## src/rtl/loader_pkg.sv

```systemverilog
// ---------------------------------------------------------------------------
// loader_pkg
// Shared types and constants for the APB-to-BRAM loader.
//   state_t  : loader FSM states (RD_WAIT only exists when readback is built)
//   bank_t   : BRAM bank selector values held in the BANK register
//   OFF_*    : APB register offsets decoded from PADDR
// Configuration macro: LOADER_READBACK_EN (enables the RD_WAIT state and the
// RLO/RHI readback path).
// ---------------------------------------------------------------------------
package loader_pkg;

`ifdef LOADER_READBACK_EN
    typedef enum logic [1:0] {
        IDLE    = 2'd0,
        RD_WAIT = 2'd1,
        ACK     = 2'd2
    } state_t;
`else
    typedef enum logic [1:0] {
        IDLE    = 2'd0,
        ACK     = 2'd2
    } state_t;
`endif

    typedef enum logic [1:0] {
        BANK_A    = 2'd0,
        BANK_B    = 2'd1,
        BANK_C    = 2'd2,
        BANK_NONE = 2'd3
    } bank_t;

    localparam logic [3:0] OFF_BANK   = 4'd0;
    localparam logic [3:0] OFF_PTR    = 4'd1;
    localparam logic [3:0] OFF_WLO    = 4'd2;
    localparam logic [3:0] OFF_WHI    = 4'd3;
    localparam logic [3:0] OFF_RLO    = 4'd4;
    localparam logic [3:0] OFF_RHI    = 4'd5;
    localparam logic [3:0] OFF_STATUS = 4'd6;

endpackage

```

## src/rtl/apb_bram_loader.sv

```systemverilog
// ---------------------------------------------------------------------------
// apb_bram_loader
// APB slave that loads (and optionally reads back) 32-bit words in one of
// three BRAM banks through their shared port 1. Software selects a bank,
// sets a word pointer, stages the low half in WLO and commits the word by
// writing WHI, which also advances the pointer.
//
// Ports:
//   clk, resetn                      clock, async active-low reset
//   PSEL/PENABLE/PWRITE/PADDR/PWDATA APB slave request
//   PRDATA, PREADY                   APB slave response (registered)
//   bram_addr_ext, bram_wdata_ext    shared BRAM port-1 address / data
//   bram_we_{a,b,c}_ext              per-bank byte write enables
//   bram_rdata_{a,b,c}_ext           per-bank read data (1-cycle latency)
//
// Configuration macro: LOADER_READBACK_EN
//   defined   : RLO read waits one cycle and snapshots the selected bank's
//               word; RLO/RHI return its halves, RHI advances the pointer.
//   undefined : RLO/RHI read as 0 with no wait and no pointer change.
// ---------------------------------------------------------------------------
module apb_bram_loader #(
    parameter int AWIDTH     = 10,
    parameter int DWIDTH     = 8,
    parameter int MASK_WIDTH = 4
) (
    input  logic                         clk,
    input  logic                         resetn,
    input  logic                         PSEL,
    input  logic                         PENABLE,
    input  logic                         PWRITE,
    input  logic [3:0]                   PADDR,
    input  logic [15:0]                  PWDATA,
    output logic [15:0]                  PRDATA,
    output logic                         PREADY,
    output logic [AWIDTH-1:0]            bram_addr_ext,
    output logic [MASK_WIDTH*DWIDTH-1:0] bram_wdata_ext,
    output logic [MASK_WIDTH-1:0]        bram_we_a_ext,
    output logic [MASK_WIDTH-1:0]        bram_we_b_ext,
    output logic [MASK_WIDTH-1:0]        bram_we_c_ext,
    input  logic [MASK_WIDTH*DWIDTH-1:0] bram_rdata_a_ext,
    input  logic [MASK_WIDTH*DWIDTH-1:0] bram_rdata_b_ext,
    input  logic [MASK_WIDTH*DWIDTH-1:0] bram_rdata_c_ext
);
    import loader_pkg::*;

    localparam int BW = MASK_WIDTH * DWIDTH;

    state_t            r_state;
    state_t            w_next;
    logic [3:0]        r_addr;
    logic              r_wr;
    bank_t             r_bank;
    logic [AWIDTH-1:0] r_ptr;
    logic [15:0]       r_wlo;
    logic [15:0]       r_whi;
    logic [15:0]       r_prdata;
    logic              r_err;

    logic              w_access;
    logic              w_rlo_wait;
    logic              w_whi_ack;
    logic              w_ptr_inc;
    logic [15:0]       w_rd_mux;

`ifdef LOADER_READBACK_EN
    logic [BW-1:0]     r_shadow;
    logic [BW-1:0]     w_bank_rdata;
`else
    logic              w_unused_rdata;
`endif

    assign w_access = PSEL & PENABLE;

    // The transaction is latched on acceptance, so ACK-cycle behaviour
    // (write enables, pointer increment) does not depend on the bus.
    assign w_whi_ack = (r_state == ACK) && r_wr && (r_addr == OFF_WHI);

`ifdef LOADER_READBACK_EN
    assign w_rlo_wait = ~PWRITE && (PADDR == OFF_RLO);
    assign w_ptr_inc  = (r_wr && (r_addr == OFF_WHI)) ||
                        (~r_wr && (r_addr == OFF_RHI));
`else
    assign w_rlo_wait     = 1'b0;
    assign w_ptr_inc      = r_wr && (r_addr == OFF_WHI);
    assign w_unused_rdata = ^{bram_rdata_a_ext, bram_rdata_b_ext, bram_rdata_c_ext};
`endif

    assign PREADY         = (r_state == ACK);
    assign PRDATA         = r_prdata;
    assign bram_addr_ext  = r_ptr;
    assign bram_wdata_ext = BW'({r_whi, r_wlo});
    assign bram_we_a_ext  = {MASK_WIDTH{w_whi_ack && (r_bank == BANK_A)}};
    assign bram_we_b_ext  = {MASK_WIDTH{w_whi_ack && (r_bank == BANK_B)}};
    assign bram_we_c_ext  = {MASK_WIDTH{w_whi_ack && (r_bank == BANK_C)}};

`ifdef LOADER_READBACK_EN
    // Bank 3 selects nothing; a snapshot from it reads as zero.
    always_comb begin
        w_bank_rdata = '0;
        case (r_bank)
            BANK_A:  w_bank_rdata = bram_rdata_a_ext;
            BANK_B:  w_bank_rdata = bram_rdata_b_ext;
            BANK_C:  w_bank_rdata = bram_rdata_c_ext;
            default: w_bank_rdata = '0;
        endcase
    end
`endif

    // Register read decode for every read answered straight from IDLE.
    always_comb begin
        w_rd_mux = 16'h0000;
        case (PADDR)
            OFF_BANK:   w_rd_mux = {14'd0, r_bank};
            OFF_PTR:    w_rd_mux = 16'(r_ptr);
            OFF_WLO:    w_rd_mux = r_wlo;
            OFF_WHI:    w_rd_mux = r_whi;
            OFF_STATUS: w_rd_mux = {r_err, 3'b000, r_bank, 10'(r_ptr)};
`ifdef LOADER_READBACK_EN
            OFF_RHI:    w_rd_mux = r_shadow[BW-1 -: 16];
`endif
            default:    w_rd_mux = 16'h0000;
        endcase
    end

    always_ff @(posedge clk or negedge resetn) begin
        if (!resetn) begin
            r_state <= IDLE;
        end else begin
            r_state <= w_next;
        end
    end

    always_comb begin
        w_next = r_state;
        case (r_state)
            IDLE: begin
                if (w_access) begin
`ifdef LOADER_READBACK_EN
                    w_next = w_rlo_wait ? RD_WAIT : ACK;
`else
                    w_next = ACK;
`endif
                end
            end
`ifdef LOADER_READBACK_EN
            RD_WAIT: w_next = ACK;
`endif
            ACK:     w_next = IDLE;
            default: w_next = IDLE;
        endcase
    end

    // Register writes take effect on acceptance so WHI data is already on
    // bram_wdata_ext during the ACK cycle that pulses the write enable.
    // Pointer advance and the error flag are applied when leaving ACK.
    always_ff @(posedge clk or negedge resetn) begin
        if (!resetn) begin
            r_addr   <= 4'd0;
            r_wr     <= 1'b0;
            r_bank   <= BANK_A;
            r_ptr    <= '0;
            r_wlo    <= 16'h0000;
            r_whi    <= 16'h0000;
            r_prdata <= 16'h0000;
            r_err    <= 1'b0;
`ifdef LOADER_READBACK_EN
            r_shadow <= '0;
`endif
        end else begin
            case (r_state)
                IDLE: begin
                    if (w_access) begin
                        r_addr <= PADDR;
                        r_wr   <= PWRITE;
                        if (PWRITE) begin
                            case (PADDR)
                                OFF_BANK: begin
                                    r_bank <= bank_t'(PWDATA[1:0]);
                                    r_err  <= 1'b0;
                                end
                                OFF_PTR: r_ptr <= PWDATA[AWIDTH-1:0];
                                OFF_WLO: r_wlo <= PWDATA;
                                OFF_WHI: r_whi <= PWDATA;
                                default: ;
                            endcase
                        end else if (!w_rlo_wait) begin
                            r_prdata <= w_rd_mux;
                        end
                    end
                end
`ifdef LOADER_READBACK_EN
                RD_WAIT: begin
                    r_shadow <= w_bank_rdata;
                    r_prdata <= w_bank_rdata[15:0];
                end
`endif
                ACK: begin
                    if (w_ptr_inc) begin
                        r_ptr <= r_ptr + 1'b1;
                    end
                    if (w_whi_ack && (r_bank == BANK_NONE)) begin
                        r_err <= 1'b1;
                    end
                end
                default: ;
            endcase
        end
    end

endmodule

```

## config.mk

```make
export PLATFORM = sky130hd
export DESIGN_NAME = apb_bram_loader
export DESIGN_NICKNAME = d
export VERILOG_FILES = /design/src/rtl/loader_pkg.sv /design/src/rtl/apb_bram_loader.sv
export SDC_FILE = /design/constraint.sdc
export NUM_CORES = 1
export LEC_CHECK = 0
export CAP_MARGIN = 20
export CORE_MARGIN = 2
export CORE_UTILIZATION = 34
export DETAILED_ROUTE_END_ITERATION = 10
export PLACE_DENSITY_LB_ADDON = 0.25
export SETUP_SLACK_MARGIN = 0.05
export SYNTH_ARGS = -nofsm -noshare
export SYNTH_HDL_FRONTEND = slang
export SYNTH_SLANG_ARGS = --single-unit
```

## constraint.sdc

```tcl
create_clock -name clk -period 1.7 [get_ports clk]
set_input_delay 0.255 -clock clk [delete_from_list [all_inputs] [get_ports clk]]
set_output_delay 0.255 -clock clk [all_outputs]
set_load 0.01 [all_outputs]
```

==> results.md <==
- The run finished, with violations left.
- The checks that failed: setup timing.
- The top achievable clock speed is 552 MHz.
- The synthesized netlist contains 45 unique library cells.
- The CTS tree is done.
- The warning count from the yosys run is 0.
- The peak fanout along the critical path is 4.
- The critical path's largest stage delay is 0.38 ns.
- Global routing finished with a remaining overflow of 0.
- The via-per-instance ratio is 5.10.
- The TritonCTS sink count is 67.
- The cell area that synthesis handed to floorplanning was 3240 um^2.
- The via count of the first global-routing pass is 2760.
- The later pin in the worst-skew pair is clocked with a latency of 0.35 ns.
- The worst-margin pin slew is 0.364 ns.
- The number of iterations in the first detailed-routing pass is 5.
- The number of max-cap violations is 0.
- The global routing usage summed across all routing layers is 0.191.
- The number of buffer and inverter instances along the worst setup path is 3.
- The first global-routing pass estimated 14700 um of wire.
- The data arrival at the endpoint of the critical path is 1.56 ns.
- The die covers 10300 um^2.
- Pin placement for this block handled 192 I/O pins.
- The area after detailed placement is 4540 um^2.
- The final count of hold timing violations came to 0.
- The detailed router's first-iteration violation count is 170.
- The layout overhead on the synthesized area is 54.9%.
- The congestion estimate from routability-driven global placement came to 0.891.
- The leading register cell type out of synthesis is sky130_fd_sc_hd__dfrtp_1.
- The worst pin sits at a relative slew slack of 0.757.
- The depth of the CTS H-tree is 3.
- The minimum clock period after layout is 1.81 ns.
- The overall die height is 102 um.
- The number of buffer cells added on primary ports is 95.
- The synthesized instance count is 279.
- The slowest cell on the critical path is sky130_fd_sc_hd__dfrtp_1.
- The flip-flop and latch count after synthesis is 67.
- No sink is reached through more buffers than the 2 on the longest clock path.
- VDD sags by at most 0.624 mV.
- The worst hold path belongs to the class input pin to register.
- The total nets after synthesis is 401.
- Setup repair after global routing could not meet its margin everywhere.
- The initial standard-cell utilization of the core is 0.351.
- The total routed wirelength is 9980 um.
- The worst setup path is of the register to output pin kind.
- The leakage component of the power is 2.20 nW.
- The total number of vias is 2784.
- The number of pins with negative max-slew slack in the final report is 0.
- The required time at the endpoint of the critical path is 1.44 ns.
- The average instance in the mapped netlist occupies 11.6 um^2.
- Counting stages on the worst path, the most repeated cell is sky130_fd_sc_hd__buf_4.
- From left edge to right edge, the die measures 102 um.
- The utilization of the core after routing is 0.544.
- Of the cells placed in the final design, the portion with a size suffix greater than 1 is 0.372.
- The number of antenna diodes in the final layout is 0.
- The floorplan has 35 rows.
- The clock tree skew after final layout is 0.00736 ns.
- The category of cells accounting for the largest share of critical-path delay is buffers and inverters.
- The clock transition at the registers of the reported paths is 0.07 ns.
- The initial antenna violation count is 0.
- The worst setup slack after layout is -0.112 ns.
- The maximum number of pins on one net before global-route repair is 68.
- CTS placed an instance of sky130_fd_sc_hd__clkbuf_8 at the clock tree root.
- The power density over the cells is 913 nW/um^2.
- The core footprint is 9240 um^2.
- The clock buffer count from CTS is 9.
- The number of antenna-violating nets in the routed design is 0.
- The count of endpoints failing setup in the final report is 12.
- The type of element capturing the critical path is an output pin.
- For this run, asynchronously set or reset flops after synthesis account for 1.00.
- The signal on the critical path passes through nand4b_1, buf_4, nor4_2, buf_4, buf_6.
- The synthesized design contains 0 enable-type register cells.
- For this run, design rule violations remaining after detail routing come to 0.
- The placed wire-length estimate after detailed placement is 6630 um.
- After the last flow step, the layout net total stands at 534.
- The kind of launch point of the worst setup path is a register.
- The sequential-to-total area share from yosys stat is 0.517.
- The per-cell routed wire length is 18.3 um.
- Dividing the final minimum period by the clock period gives 1.07.
- Once layout is done, the placed cells without fillers occupy 5020 um^2.
## kinds of logic after synthesis
| logic type | Yosys count | share of synthesized area |
|---|---|---|
| AO/OA/AOI/OAI | 64 | 0.142 |
| AND/OR/NAND/NOR | 75 | 0.120 |
| multiplexers | 42 | 0.157 |
| flip-flops | 67 | 0.517 |
| adder cells (fa/ha/maj) | 1 | 0.00386 |
| buffers and inverters | 30 | 0.0594 |
## area by class of cell
type,instances,area [um^2]
Fill cell,845,4220
Sequential cell,67,1680
Multi-Input combinational cell,182,1570
Timing Repair Buffer,150,1410
Tap cell,129,161
Clock buffer,9,124
Clock inverter,7,67.6
Inverter,2,10.0
## routing by layer
metal | up-vias | global-route usage | share of wire
met3 | 9 | 0.0497 | 0.062
met4 | 0 | 0.0541 | 0.011
met1 | 1393 | 0.257 | 0.45
met5 | - | 0 | 0
met2 | 101 | 0.304 | 0.47
li1 | 1281 | - | -
## tightest hold or removal path, stage by stage
cell and delay, ns:
sky130_fd_sc_hd__dlymetal6s2s_1 0.11, sky130_fd_sc_hd__buf_6 0.13, sky130_fd_sc_hd__buf_4 0.13, sky130_fd_sc_hd__nand2_1 0.05, sky130_fd_sc_hd__nand2_1 0.05
## cells in the mapped netlist (5+ instances only)
master,instances,area (um^2)
sky130_fd_sc_hd__nand2_1,35,131
sky130_fd_sc_hd__nand3_1,5,25.0
sky130_fd_sc_hd__a222oi_1,8,80.1
sky130_fd_sc_hd__nand4_1,6,37.5
sky130_fd_sc_hd__mux2_4,10,150
sky130_fd_sc_hd__a22oi_1,8,60.1
sky130_fd_sc_hd__dfrtp_1,67,1680
sky130_fd_sc_hd__buf_2,9,45.0
sky130_fd_sc_hd__clkbuf_1,5,18.8
sky130_fd_sc_hd__o21ai_0,22,110
sky130_fd_sc_hd__buf_4,10,75.1
sky130_fd_sc_hd__a2bb2oi_1,7,61.3
sky130_fd_sc_hd__mux2_2,31,349
sky130_fd_sc_hd__nor2_1,7,26.3
## report_power, final
| group | leakage [nW] | internal (mW) | total, mW | switching, mW |
|---|---|---|---|---|
| Combinational | 1.22 | 0.734 | 1.22 | 0.488 |
| Clock | 0.103 | 0.674 | 1.32 | 0.650 |
| Sequential | 0.877 | 1.81 | 2.04 | 0.231 |
## final timing paths
path	from	endpoint	slack, ns	depth (start not counted)
max in group asynchronous	resetn	bram_addr_ext[7]	0.94	3
min in group asynchronous	resetn	PRDATA[4]	0.44	3
worst max-delay path	r_addr[3]	bram_we_a_ext[3]	-0.11	5
worst min-delay path	PADDR[2]	r_addr[2]	0.41	5
worst min register to register	r_addr[2]	r_addr[2]	0.48	2
worst max register to register	r_addr[3]	bram_addr_ext[0]	0.01	6
## flip-flops by register name (all words and copies together), names as in the netlist
| register | count |
|---|---|
| bram_addr_ext | 10 |
| r_wr | 1 |
| r_bank | 2 |
| r_err | 1 |
| r_whi | 16 |
| r_state | 1 |
| r_addr | 4 |
| r_wlo | 16 |
| PRDATA | 16 |
## what timing repair did
action | 4_1_cts | 5_1_grt
resized for setup | 74 | 54
endpoints found under the setup margin | 48 | 74
buffers inserted | 2 | 7
hold buffers | 1 | 0
pin swaps | 5 | 7
cloned | 1 | 0
hold endpoints to repair | 67 | 0
## per-stage QoR
stage	std cells	total power, mW	worst slack [ns]	hold WS (ns)	TNS, ns
floorplan	279	2.46	-0.0375	-0.0406	-0.591
global placement	519	3.16	-0.339	0.300	-17.59
detailed placement	519	3.17	-0.369	0.307	-19.39
CTS	539	4.52	-0.122	0.452	-1.33
global route	546	4.82	-0.192	0.436	-2.38
finish	546	4.58	-0.112	0.408	-0.887
## cells in the final DEF, fill, tap and decap left out, types with 5 or more instances in the layout
master                            count
sky130_fd_sc_hd__clkdlybuf4s50_1     77
sky130_fd_sc_hd__dfrtp_1             61
sky130_fd_sc_hd__buf_4               39
sky130_fd_sc_hd__nand2_1             35
sky130_fd_sc_hd__mux2_4              25
sky130_fd_sc_hd__mux2_2              16
sky130_fd_sc_hd__buf_6               15
sky130_fd_sc_hd__o21ai_0             12
sky130_fd_sc_hd__o21ai_1             10
sky130_fd_sc_hd__clkbuf_8             9
sky130_fd_sc_hd__buf_2                9
sky130_fd_sc_hd__a222oi_1             8
sky130_fd_sc_hd__a22oi_1              8
sky130_fd_sc_hd__nand4_1              6
sky130_fd_sc_hd__dfrtp_2              6
sky130_fd_sc_hd__nand3_1              5
Note: power is estimated with default switching activity, not from simulation.
